===== config.mk =====
export PLATFORM = sky130hd
export DESIGN_NAME = if_stage_prefetch_flat
export DESIGN_NICKNAME = d
export VERILOG_FILES = /design/src/rtl/if_stage_prefetch_pkg.sv /design/src/rtl/if_stage_prefetch_if.sv /design/src/rtl/if_stage_prefetch_fifo.sv /design/src/rtl/if_stage_prefetch.sv /design/src/flat_wrapper.sv
export SDC_FILE = /design/constraint.sdc
export NUM_CORES = 1
export LEC_CHECK = 0
export CAP_MARGIN = 25
export CORE_AREA = 5 5 195 197
export CTS_CLUSTER_SIZE = 8
export DETAILED_ROUTE_END_ITERATION = 6
export DIE_AREA = 0 0 200 202
export PLACE_DENSITY_LB_ADDON = 0.2
export SLEW_MARGIN = 40
export SYNTH_ARGS = -nofsm -noshare
export SYNTH_HDL_FRONTEND = slang
export SYNTH_HIERARCHICAL = 1
export SYNTH_SLANG_ARGS = --single-unit

===== constraint.sdc =====
create_clock -name clk -period 7.3 [get_ports clk]
set_input_delay 1.46 -clock clk [delete_from_list [all_inputs] [get_ports clk]]
set_output_delay 1.46 -clock clk [all_outputs]
set_load 0.01 [all_outputs]

===== src/rtl/if_stage_prefetch_pkg.sv =====
// Shared defaults and the fetch-entry record for the instruction-fetch stage.
// Widths here are the defaults; instances may override them through parameters.
package if_pkg;

  localparam int unsigned ADDR_W = 32;
  localparam int unsigned DATA_W = 32;

  localparam logic [ADDR_W-1:0] RESET_PC = '0;
  localparam logic [ADDR_W-1:0] PC_STEP  = 32'd4;

  typedef struct packed {
    logic [ADDR_W-1:0] pc;
    logic [DATA_W-1:0] instr;
  } fetch_entry_t;

endpackage


===== src/rtl/if_stage_prefetch_if.sv =====
// Decoupled instruction-memory port: valid/ready request, in-order response.
// master = fetch stage, slave = memory.
interface if_stage_prefetch_if #(
  parameter int unsigned ADDR_W = if_pkg::ADDR_W,
  parameter int unsigned DATA_W = if_pkg::DATA_W
);

  logic              req_valid;
  logic              req_ready;
  logic [ADDR_W-1:0] req_addr;
  logic              rsp_valid;
  logic [DATA_W-1:0] rsp_data;

  modport master (
    output req_valid, req_addr,
    input  req_ready, rsp_valid, rsp_data
  );

  modport slave (
    input  req_valid, req_addr,
    output req_ready, rsp_valid, rsp_data
  );

endinterface


===== src/rtl/if_stage_prefetch_fifo.sv =====
// Synchronous FIFO with flush, used both for in-flight request PCs and for the
// prefetch queue of {pc, instr} entries. Flush wins over push and pop.
module if_prefetch_fifo
  import if_pkg::*;
#(
  parameter type         entry_t = fetch_entry_t,
  parameter int unsigned DEPTH   = 4
) (
  input  logic                   clk,
  input  logic                   rst,
  input  logic                   flush,
  input  logic                   push,
  input  entry_t                 push_data,
  input  logic                   pop,
  output entry_t                 head,
  output logic [$clog2(DEPTH):0] count
);

  localparam int unsigned PW = $clog2(DEPTH);
  localparam logic [PW:0] FULL = (PW+1)'(DEPTH);

  entry_t        mem [DEPTH];
  logic [PW-1:0] wr_ptr, rd_ptr;
  logic          do_push, do_pop;

  assign do_pop  = pop && (count != '0);
  assign do_push = push && ((count != FULL) || do_pop);
  assign head    = mem[rd_ptr];

  // NOTE: state registers use non-blocking assignments so every flop samples pre-edge values.
  always_ff @(posedge clk or negedge rst) begin
    if (!rst) begin
      wr_ptr <= '0;
      rd_ptr <= '0;
      count  <= '0;
    end else if (flush) begin
      wr_ptr <= '0;
      rd_ptr <= '0;
      count  <= '0;
    end else begin
      if (do_push) wr_ptr <= wr_ptr + PW'(1);
      if (do_pop)  rd_ptr <= rd_ptr + PW'(1);
      if (do_push && !do_pop)      count <= count + (PW+1)'(1);
      else if (do_pop && !do_push) count <= count - (PW+1)'(1);
    end
  end

  // NOTE: storage is deliberately not reset; validity comes only from the pointers and count.
  always_ff @(posedge clk) begin
    if (do_push && !flush) mem[wr_ptr] <= push_data;
  end

endmodule


===== src/rtl/if_stage_prefetch.sv =====
// Instruction-fetch stage: credit-limited sequential requests, in-order responses
// tagged with their PCs, prefetch queue to ID, flush and stale-response drop on branch.
module if_stage_prefetch #(
  parameter int unsigned       ADDR_W   = if_pkg::ADDR_W,
  parameter int unsigned       DATA_W   = if_pkg::DATA_W,
  parameter int unsigned       DEPTH    = 4,
  parameter logic [ADDR_W-1:0] PC_STEP  = ADDR_W'(if_pkg::PC_STEP),
  parameter logic [ADDR_W-1:0] RESET_PC = ADDR_W'(if_pkg::RESET_PC)
) (
  input  logic                       clk,
  input  logic                       rst,
  input  logic                       freeze,
  input  logic                       branch_taken,
  input  logic [ADDR_W-1:0]          branch_address,
  if_stage_prefetch_if.master        imem,
  output logic                       out_valid,
  output logic [ADDR_W-1:0]          out_pc,
  output logic [DATA_W-1:0]          out_instruction
);

  localparam int unsigned CW      = $clog2(DEPTH) + 1;
  localparam logic [CW:0] CREDITS = (CW+1)'(DEPTH);

  // Same layout as if_pkg::fetch_entry_t, sized by this instance's widths.
  typedef struct packed {
    logic [ADDR_W-1:0] pc;
    logic [DATA_W-1:0] instr;
  } entry_t;

  logic [ADDR_W-1:0] fetch_pc, pc_head;
  logic [CW-1:0]     outstanding, outstanding_next;
  logic [CW-1:0]     drop, drop_next;
  logic [CW-1:0]     q_count, pc_count;
  logic              live;
  logic              accept, rsp_live, rsp_keep, pop;
  entry_t            q_head, q_push_data;

  // live holds requests off until the first edge after reset release.
  assign imem.req_valid = live && !branch_taken
                       && (({1'b0, q_count} + {1'b0, outstanding}) < CREDITS);
  assign imem.req_addr  = fetch_pc;

  assign accept   = imem.req_valid && imem.req_ready;
  assign rsp_live = imem.rsp_valid && (outstanding != '0);
  assign rsp_keep = rsp_live && (drop == '0) && !branch_taken;

  assign out_valid       = (q_count != '0);
  assign pop             = out_valid && !freeze && !branch_taken;
  assign out_pc          = out_valid ? q_head.pc : '0;
  assign out_instruction = out_valid ? q_head.instr : '0;
  assign q_push_data     = '{pc: pc_head, instr: imem.rsp_data};

  // NOTE: every always_comb output gets a default first, so no path can infer a latch.
  always_comb begin
    outstanding_next = outstanding;
    drop_next        = drop;
    if (accept)   outstanding_next = outstanding_next + CW'(1);
    if (rsp_live) outstanding_next = outstanding_next - CW'(1);
    if (branch_taken)               drop_next = outstanding - (rsp_live ? CW'(1) : '0);
    else if (rsp_live && drop != '0) drop_next = drop - CW'(1);
  end

  always_ff @(posedge clk or negedge rst) begin
    if (!rst) begin
      fetch_pc    <= RESET_PC;
      outstanding <= '0;
      drop        <= '0;
      live        <= 1'b0;
    end else begin
      live        <= 1'b1;
      outstanding <= outstanding_next;
      drop        <= drop_next;
      if (branch_taken) fetch_pc <= branch_address;
      else if (accept)  fetch_pc <= fetch_pc + PC_STEP;
    end
  end

  if_prefetch_fifo #(.entry_t(logic [ADDR_W-1:0]), .DEPTH(DEPTH)) u_pc_fifo (
    .clk       (clk),
    .rst       (rst),
    .flush     (branch_taken),
    .push      (accept),
    .push_data (fetch_pc),
    .pop       (rsp_keep),
    .head      (pc_head),
    .count     (pc_count)
  );

  if_prefetch_fifo #(.entry_t(entry_t), .DEPTH(DEPTH)) u_queue (
    .clk       (clk),
    .rst       (rst),
    .flush     (branch_taken),
    .push      (rsp_keep),
    .push_data (q_push_data),
    .pop       (pop),
    .head      (q_head),
    .count     (q_count)
  );

  // Every live request is either tagged in the PC FIFO or scheduled to be dropped.
  a_credit_balance: assert property (@(posedge clk) disable iff (!rst)
    ({1'b0, pc_count} + {1'b0, drop}) == {1'b0, outstanding});
  a_drop_bounded: assert property (@(posedge clk) disable iff (!rst) drop <= outstanding);
  a_no_stale_rsp: assert property (@(posedge clk) disable iff (!rst)
    imem.rsp_valid |-> (outstanding != '0))
    else $error("stale imem response ignored (nothing outstanding)");

endmodule

===== src/flat_wrapper.sv =====
// flat-port wrapper written by rule: the top's interface ports become plain ports
module if_stage_prefetch_flat 
#(
  parameter int unsigned       ADDR_W   = if_pkg::ADDR_W,
  parameter int unsigned       DATA_W   = if_pkg::DATA_W,
  parameter int unsigned       DEPTH    = 4,
  parameter logic [ADDR_W-1:0] PC_STEP  = ADDR_W'(if_pkg::PC_STEP),
  parameter logic [ADDR_W-1:0] RESET_PC = ADDR_W'(if_pkg::RESET_PC)
)
  (clk, rst, freeze, branch_taken, branch_address, out_valid, out_pc, out_instruction, imem_req_valid, imem_req_addr, imem_req_ready, imem_rsp_valid, imem_rsp_data);
  if_stage_prefetch_if #(.ADDR_W(ADDR_W), .DATA_W(DATA_W)) imem_i ();
  input  logic clk;
  input  logic rst;
  input  logic freeze;
  input  logic branch_taken;
  input  logic [ADDR_W-1:0] branch_address;
  output logic out_valid;
  output logic [ADDR_W-1:0] out_pc;
  output logic [DATA_W-1:0] out_instruction;
  output wire logic [$bits(imem_i.req_valid)-1:0] imem_req_valid;
  output wire logic [$bits(imem_i.req_addr)-1:0] imem_req_addr;
  input wire logic [$bits(imem_i.req_ready)-1:0] imem_req_ready;
  input wire logic [$bits(imem_i.rsp_valid)-1:0] imem_rsp_valid;
  input wire logic [$bits(imem_i.rsp_data)-1:0] imem_rsp_data;
  assign imem_req_valid = imem_i.req_valid;
  assign imem_req_addr = imem_i.req_addr;
  assign imem_i.req_ready = imem_req_ready;
  assign imem_i.rsp_valid = imem_rsp_valid;
  assign imem_i.rsp_data = imem_rsp_data;
  if_stage_prefetch #(.ADDR_W(ADDR_W), .DATA_W(DATA_W), .DEPTH(DEPTH), .PC_STEP(PC_STEP), .RESET_PC(RESET_PC)) u_core (.clk(clk), .rst(rst), .freeze(freeze), .branch_taken(branch_taken), .branch_address(branch_address), .imem(imem_i), .out_valid(out_valid), .out_pc(out_pc), .out_instruction(out_instruction));
endmodule

Yosys cells after proc, flatten, opt, wreduce, memory -nomap -nowiden:

Memories as Yosys holds them, arrays and structs flattened.
Index checks and enable logic that the tools add are counted.
W data, S select, Z words.

* order comparisons: 1
* reductions and logical operators: 40
* mux-type cells: 27
* add/subtract/negate cells: 14
* equality and inequality tests: 2

Operators with widths (number)
* $mux W32: 4
* $add A32 B3 Y32 const B: 1
* $mux W3: 10
* $logic_and A1 B1 Y1: 19
* $reduce_bool A3 Y1: 6
* $mux W2: 8
* $reduce_bool A2 Y1: 6
* $sub A3 B1 Y3 const B: 4
* $add A3 B1 Y3 const B: 3
* $add A2 B1 Y2 const B: 4
* $logic_not A1 Y1: 6
* $ne A3 B3 Y1 const B: 2
* $mux W1: 5
* $add A3 B3 Y4: 1
* $lt A4 B3 Y1 const B: 1
* $logic_not A3 Y1: 1
* $sub A3 B3 Y3: 1
* $logic_or A1 B1 Y1: 2

* input port bits: 70
* bits in writable memories: 384
* memories: 2
* bits in registers: 53
* word-level logic and storage cells: 96

Memories
* u_core.u_queue.mem: depth 4, bits a word 64, read ports 1, clocked after Yosys merged registers in 0, write ports 1, RTL line if_stage_prefetch_fifo.sv:22 `entry_t mem [DEPTH];`
* u_core.u_pc_fifo.mem: depth 4, bits a word 32, read ports 1, clocked after Yosys merged registers in 0, write ports 1, RTL line if_stage_prefetch_fifo.sv:22

Logic depth before layout (Yosys ltp):

Gate-level depths: netlist of the first run.

* depth in word-level cells: 12
* mapped depth: 12

Cells and area by module:

The synthesis of the first run kept the hierarchy.

By module, submodules not included
* if_prefetch_fifo at u_core.u_queue: cells each 394, times used 1, area an instance 9763.1 µm², sequential area each 7862.5 µm²
* if_prefetch_fifo at u_core.u_pc_fifo: cells each 228, times used 1, area an instance 5159.9 µm², sequential area each 4018.9 µm²
* if_stage_prefetch: cells each 328, times used 1, area an instance 2864.0 µm², sequential area each 975.9 µm²

Worst setup path after synthesis of the first run:

OpenSTA, ideal clock, no wires.

* path type: input to register
* start point: in imem_rsp_valid
* end point: mem u_core/u_queue/mem[0][0] in the netlist's numbering, enable pin
* setup time: 0.578 ns
* path slack: -0.491 ns
* arrival time: 7.213 ns
* cell stages on the path: 5
* required time: 6.722 ns
* path through: a21boi_1 -> nor3b_1 -> buf_2 -> o21ai_0 -> nor3b_1

* longest elaborated chain between the ends: 7

RTL lines
* start: declaration: RTL line flat_wrapper.sv:23 `input wire logic [$bits(imem_i.rsp_valid)-1:0] imem_rsp_valid;`
* $logic_and A1 B1 Y1: RTL line if_stage_prefetch.sv:44 `assign rsp_live = imem.rsp_valid && (outstanding != '0);`
* $logic_and A1 B1 Y1 (2 in series): RTL line if_stage_prefetch.sv:45 `assign rsp_keep = rsp_live && (drop == '0) && !branch_taken;`
* via u_core.rsp_keep: RTL line if_stage_prefetch.sv:35 `logic accept, rsp_live, rsp_keep, pop;`
* $logic_and A1 B1 Y1: RTL line if_stage_prefetch_fifo.sv:27 `assign do_push = push && ((count != FULL) || do_pop);`
* $logic_and A1 B1 Y1: RTL line if_stage_prefetch_fifo.sv:50 `if (do_push && !flush) mem[wr_ptr] <= push_data;`
* $mux W1: RTL line if_stage_prefetch_fifo.sv:50
* $mux W1 (implied by the code): RTL line if_stage_prefetch_fifo.sv:50
* end: declaration: RTL line if_stage_prefetch_fifo.sv:22

The timed path passes the listed nets, and every way through them passes these cells.

Worst setup path in the final report of the first run:

* start point: in branch_taken
* end point: out imem_req_valid

* longest elaborated chain between the ends: 3

RTL lines
* start: declaration: RTL line flat_wrapper.sv:15 `input logic branch_taken;`
* $logic_not A1 Y1: RTL line if_stage_prefetch.sv:39 `assign imem.req_valid = live && !branch_taken`
* $logic_and A1 B1 Y1: RTL line if_stage_prefetch.sv:39
* $logic_and A1 B1 Y1: RTL line if_stage_prefetch.sv:40 `&& (({1'b0, q_count} + {1'b0, outstanding}) < CREDITS);`
* end: declaration: RTL line flat_wrapper.sv:20 `output wire logic [$bits(imem_i.req_valid)-1:0] imem_req_valid;`

Every way passes these cells.

==> metrics, run 1 <==
starting density of the core between 40% and 50%; pwr dens 261 mW/mm^2; clk slew on worst S/H paths around 0.050 ns; DRC viols 0; CP startpoint kind input port; Final Skew 0.0241 ns; total gr overflow 0; Synth area leader edfxtp_1; htree depth 2; CTS Sinks approximately 440; DR iter-0 viols 616; pin count of the biggest net entering global routing between 60 and 70; share of the synthesized area in the top cell type roughly 65%; Routed Antenna Nets 0; worst path required time 5.84 ns; Max Clock Freq between 200 and 250 MHz; Top Family by Delay on Critical Path buffers and inverters; commonest cells after routing, fill and taps aside edfxtp_1 (384), clkdlybuf4s50_1 (165), mux4_2 (96); Slew HR about 45%; CTS Buf Count 60; Rows 70; share of cells above drive strength 1 between 10% and 20%; final instance area 0.0217 mm^2; TritonCTS clock tree done; Cell Chain, Critical Path buf_2 > inv_1 > and3_1 > clkdlybuf4s50_1; hpwl dp roughly 22 mm; Clk Latency, worst-skew pair around 0.57 ns; Unique masters post-synth between 60 and 70; drt wl/cell 22.5 um; Setup Viol. Count Final 0; Tcrit/Tclk final 65.7%; # Post-CTS Setup Buffers 0; post_cts resized 0; Post-CTS Hold Buffers 0; All-Layer GR Usage roughly 18%; Synth Cell Area ~0.018 mm^2; Mapped Cells 950; initial antenna violation count 0; RSZ-0062 raised after global routing no; post-layout util 60.1%; Area Overhead vs Synth 21.9%; Hold Vio Cnt, Final 0; Worst VDD drop 0.181 mV; vias in the first global route a little under 10000; max_cap viols 0; Post-Route WL approximately 37 mm; first-pass GRT wire length 57.2 mm; port bufs approximately 170; Mean Syn Cell Area around 19 um^2; ANT cells 0; Buf/Inv on CP 3; most common cell after layout, fill and taps aside edfxtp_1; Top FF cell, synth edfxtp_1; worst-path fanout max 39; Max stage delay on crit path between 0.5 and 0.6 ns; pins over their slew limit 0; core area ~0.036 mm^2; Hold WC Path Type reg -> reg; Post-Syn Nets roughly 1000; synth top area cells edfxtp_1 (65%), mux4_2 (12%), dfrtp_1 (7.5%), and2_1 (2.3%), ha_1 (1.3%); Die Width about 200 um; Die Y ~200 um; status complete, no violations; Critical Path Slowest Stage Cell buf_2; Crit path arrival time roughly 3.3 ns; via count 9301; Detailed Routing Iterations Pass 1 5; final hold slack approximately 0.6 ns; Placed Area about 0.020 mm^2; Tot Pwr ~5.7 mW; critical path endpoint category output pin; worst slew pin tran around 0.83 ns; Async S/R FF share, synth 12.1%; DR vias/cell between 5 and 6; die area around 0.040 mm^2; Yosys warnings 6; Post-synth EDFFs ~380; root buffer cell clkbuf_16; GPL Wtd Cong 0.827; critical path type in -> out; minimum clock period approximately 4.8 ns; LEAKAGE approximately 7.1 nW; I/O pins approximately 170; clock tree buffer depth 3; Seq cells post-synth 437; sequential cell area fraction in the yosys report between 70% and 80%; Layout Nets about 1200
## cell type report
| class | instances | area (um^2) |
|---|---|---|
| Fill cell | 2649 | 14400 |
| Inverter | 19 | 71.3 |
| Timing Repair Buffer | 185 | 1850 |
| Multi-Input combinational cell | 447 | 4670 |
| Clock buffer | 84 | 1620 |
| Sequential cell | 437 | 12900 |
| Clock inverter | 1 | 20.0 |
| Tap cell | 468 | 586 |
## metrics by stage
step                      TNS, ns  std cells  setup slack, ns
after floorplan           -125.63        950           -0.491
after global placement          0       1555             2.42
after detailed placement        0       1556             2.37
after CTS                       0       1641             2.51
after global routing            0       1641             2.37
final                           0       1641             2.50
## synth_stat cells (all sizes together), types with 2 or more instances
cell    count
a31o        4
clkbuf     19
o211ai      4
dfrtp      53
nor2b       2
and2       65
mux2i       9
mux4       96
nand2b      9
ha         18
edfxtp    384
a221oi      2
a31oi       5
o21ai      25
mux2        9
a32oi       2
nor3b      10
a21boi      2
a21oi       3
o31ai       2
inv        19
or3         5
or3b        2
nor4b       3
nand2      36
a221o       4
buf        28
xnor2      12
a22oi       3
o311ai      9
o21a        5
xor2        8
fa          2
nand4      12
nand3      18
nor3        4
nor2       32
nor4        5
and3        8
## path summary, 6_finish.rpt
kind | slack [ns] | endpoint | depth (start not counted) | start
max reg2reg | 3.63 | u_core/u_pc_fifo/mem[3][27]$_DFFE_PP_ | 7 | u_core/u_queue/count[2]$_DFFE_PN0P_
min reg2reg | 0.59 | u_core/drop[2]$_DFFE_PN0P_ | 2 | u_core/drop[2]$_DFFE_PN0P_
max | 2.50 | imem_req_valid | 4 | branch_taken
min | 0.59 | u_core/drop[2]$_DFFE_PN0P_ | 2 | u_core/drop[2]$_DFFE_PN0P_
max in group asynchronous | 5.67 | u_core/u_queue/rd_ptr[1]$_DFFE_PN0P_ | 2 | rst
min in group asynchronous | 1.05 | u_core/drop[1]$_DFFE_PN0P_ | 2 | rst
## state kept, by name, indices dropped and copies added, names as in the netlist, 3 cells and up
signal,cells
u_core/u_queue/mem,256
u_core/u_pc_fifo/mem,128
u_core/imem.req_addr,32
u_core/drop,3
u_core/outstanding,3
u_core/u_pc_fifo/count,3
u_core/u_queue/count,3
## cell families after synthesis
logic type | synth area share (%)
xor gates and xnor gates | 0.985
other | 0.0211
muxes | 13.3
and+or+nand+nor | 7.30
AOI/OAI and AO/OA | 2.89
DFF | 72.3
buffers and inverters | 1.75
adders and majority gates | 1.49
## worst register-to-register path: stages, from the launching register on
cell     delay, ns
dfrtp_1       0.47
ha_1          0.36
nor4b_4       0.32
nand4_4       0.41
inv_2         0.58
o21ai_0       0.41
nor3b_2       0.27
buf_4         0.47
## metal layers
metal / up-vias / global-route usage, % / wire length (um)
li1: 4166 / - / -
met1: 4790 / 26.3 / 16300
met5: - / 0 / 0
met4: 0 / 4.66 / 710
met3: 55 / 3.62 / 2080
met2: 290 / 29.2 / 17900
## where the power goes
group	switching (mW)	total [mW]	internal [mW]
Clock	0.922	2.43	1.50
Combinational	0.178	0.354	0.176
Sequential	0.0876	2.88	2.80
Total	1.19	5.66	4.48
Note: power is estimated with default switching activity, not from simulation.
==> run 2, diff against run 1 <==
==> constraint.sdc (replaced) <==
create_clock -name clk -period 4 [get_ports clk]
set_input_delay 0.8 -clock clk [delete_from_list [all_inputs] [get_ports clk]]
set_output_delay 0.8 -clock clk [all_outputs]
set_load 0.01 [all_outputs]
==> run 2 against run 1 <==
Core utilization increased by 0.56 points. Die area unchanged. Hold slack got worse by 0.40 ns. Final area increased by 0.93%. First-iteration DRC count decreased by 8.0%. Cell count increased by 1.8%. Worst setup slack got worse by 2.1 ns. Sequential power increased by 83%. Non-clock buffer count increased by 13. Via count increased by 1.5%. Clock skew decreased by 0.0063 ns. Critical endpoint is now out_instruction[5].
==> metrics, run 2 (synthesis gave the netlist of run 1 again) <==
Die Y roughly 200 um; RSZ-0062 raised after global routing no; top layer in use met4; Max Clock Freq ~270 MHz; Area Overhead vs Synth 23.0%; met3 wire len 2.09 mm; Slew HR 54.9%; Critical Path Slowest Stage Cell or3_2; Buf/Inv on CP 2; worst slew pin tran ~0.67 ns; clock tree buffer depth 3; cell depth of the worst flop-to-flop path 11; core area 0.0361 mm^2; clk slew on worst S/H paths 0.05 ns; pin count of the biggest net entering global routing 65; share of cells above drive strength 1 19.6%; CP startpoint kind flop; ANT cells 0; CTS Sinks roughly 440; Post-Route WL 37.7 mm; first-pass GRT wire length 58.5 mm; htree depth 2; Top Family by Delay on Critical Path simple AND/OR/NAND/NOR gates; pwr dens 479 mW/mm^2; Hold Vio Cnt, Final 0; Setup WS post-layout 0.360 ns; worst-path fanout max 31; most common cell after layout, fill and taps aside edfxtp_1; I/O pins between 150 and 200; Crit. path cell count 4; commonest cells after routing, fill and taps aside edfxtp_1 (384), clkdlybuf4s50_1 (165), mux4_2 (96); Rows 70; DR iter-0 viols between 500 and 600; GPL Wtd Cong 0.769; max_cap viols 0; critical path endpoint category output pin; pins over their slew limit 0; WL met2 ~19 mm; max reg flops ~260; Cell Chain, Critical Path or3_2 > buf_4 > and2_1 > clkdlybuf4s50_1; via count approximately 9400; Setup Viol. Count Final 0; drt wl/cell between 20 and 25 um; Layout Nets about 1300; vias in the first global route approximately 10000; Final Skew roughly 0.018 ns; DR vias/cell 5.65; Most flops, register u_core/u_queue/mem; DRC viols 0; Crit path arrival time around 2.8 ns; Tcrit/Tclk final approximately 90%; hpwl dp approximately 24 mm; Post-Place Worst Slack 0.475 ns; Routed Antenna Nets 0; critical path type reg -> out; worst path required time 3.20 ns; Worst VDD drop between 0.3 and 0.4 mV; R2R setup slack 1.04 ns; CTS Buf Count 60; starting density of the core 49.3%; Clk Latency, worst-skew pair between 0.5 and 0.6 ns; # Post-CTS Setup Buffers 0; TritonCTS clock tree done; All-Layer GR Usage between 10% and 20%; Post-CTS Hold Buffers 0; initial antenna violation count 0; wl on met1 about 16 mm; post_cts resized 0; die area between 0.04 and 0.05 mm^2; port bufs approximately 170; Hold WC Path Type in -> async; root buffer cell clkbuf_16; status complete, no violations; Die Width roughly 200 um; Reg-to-Reg End u_core/u_pc_fifo/count[2]$_DFFE_PN0P_; Max stage delay on crit path 0.79 ns; minimum clock period 3.64 ns; Detailed Routing Iterations Pass 1 5; setup TNS 0 ns; worst flop-to-flop path startpoint u_core/outstanding[0]$_DFF_PN0_; LEAKAGE 7.27 nW; total gr overflow 0
-- run 2: cell count changes in the layout (fill, tap and decap cells not counted), moves of 3 or more --
cell	change
clkbuf_1	+15
buf_4	+13
nor3b_2	-4
nor3b_4	+3
-- run 2: layout make-up --
cell class                      count  area (um^2)
Tap cell                          468          586
Fill cell                        2681        14200
Clock buffer                       99         1690
Clock inverter                      2         21.3
Multi-Input combinational cell    447         4690
Inverter                           19         71.3
Timing Repair Buffer              198         1960
Sequential cell                   437        12900
-- run 2: how the worst max path moves through the flow --
stage	slack [ns]	end	startpoint
2_1_floorplan	-0.83	u_core/u_pc_fifo/mem[0][0]$_DFFE_PP_	branch_taken
4_1_cts	0.30	out_pc[26]	u_core/u_queue/count[0]$_DFFE_PN0P_
3_3_place_gp	0.54	u_core/u_queue/mem[1][1]$_DFFE_PP_	imem_rsp_valid
3_5_place_dp	0.48	u_core/u_queue/mem[3][0]$_DFFE_PP_	imem_rsp_valid
6_report	0.36	out_instruction[5]	u_core/u_queue/count[0]$_DFFE_PN0P_
5_1_grt	0.20	out_pc[26]	u_core/u_queue/count[0]$_DFFE_PN0P_
-- run 2: worst reg2reg max path: cells and delay by family, from the launching register on --
family                     cells  cell delay (ns)
DFF                            1             0.42
adders and majority gates      2             0.61
buffers and inverters          2             0.36
AOI/OAI and AO/OA              4             0.73
and+or+nand+nor                3             0.76
-- run 2: where the power goes --
part | internal (mW) | switching [mW] | total (mW)
Sequential | 5.10 | 0.157 | 5.26
Clock | 2.82 | 1.74 | 4.56
Combinational | 0.327 | 0.332 | 0.660
Total | 8.25 | 2.23 | 10.5
-- run 2: through the flow --
stage,area (um^2),hold WS [ns],std cells,power (mW),util (%)
6_report,21900,0.199,1670,10.5,60.7
5_1_grt,21900,0.226,1670,10.9,60.7
4_1_cts,21900,0.201,1670,10.6,60.6
3_5_place_dp,20200,0.584,1569,6.01,55.9
3_3_place_gp,20200,0.573,1569,5.99,55.9
2_1_floorplan,17800,0.504,950,5.66,-
-- run 2: metal layers --
metal  global-route usage (%)  vias up
met1                     26.9     4880
li1                         -     4209
met2                     30.5      290
met5                        0        -
met4                     4.68        0
met3                     3.10       58
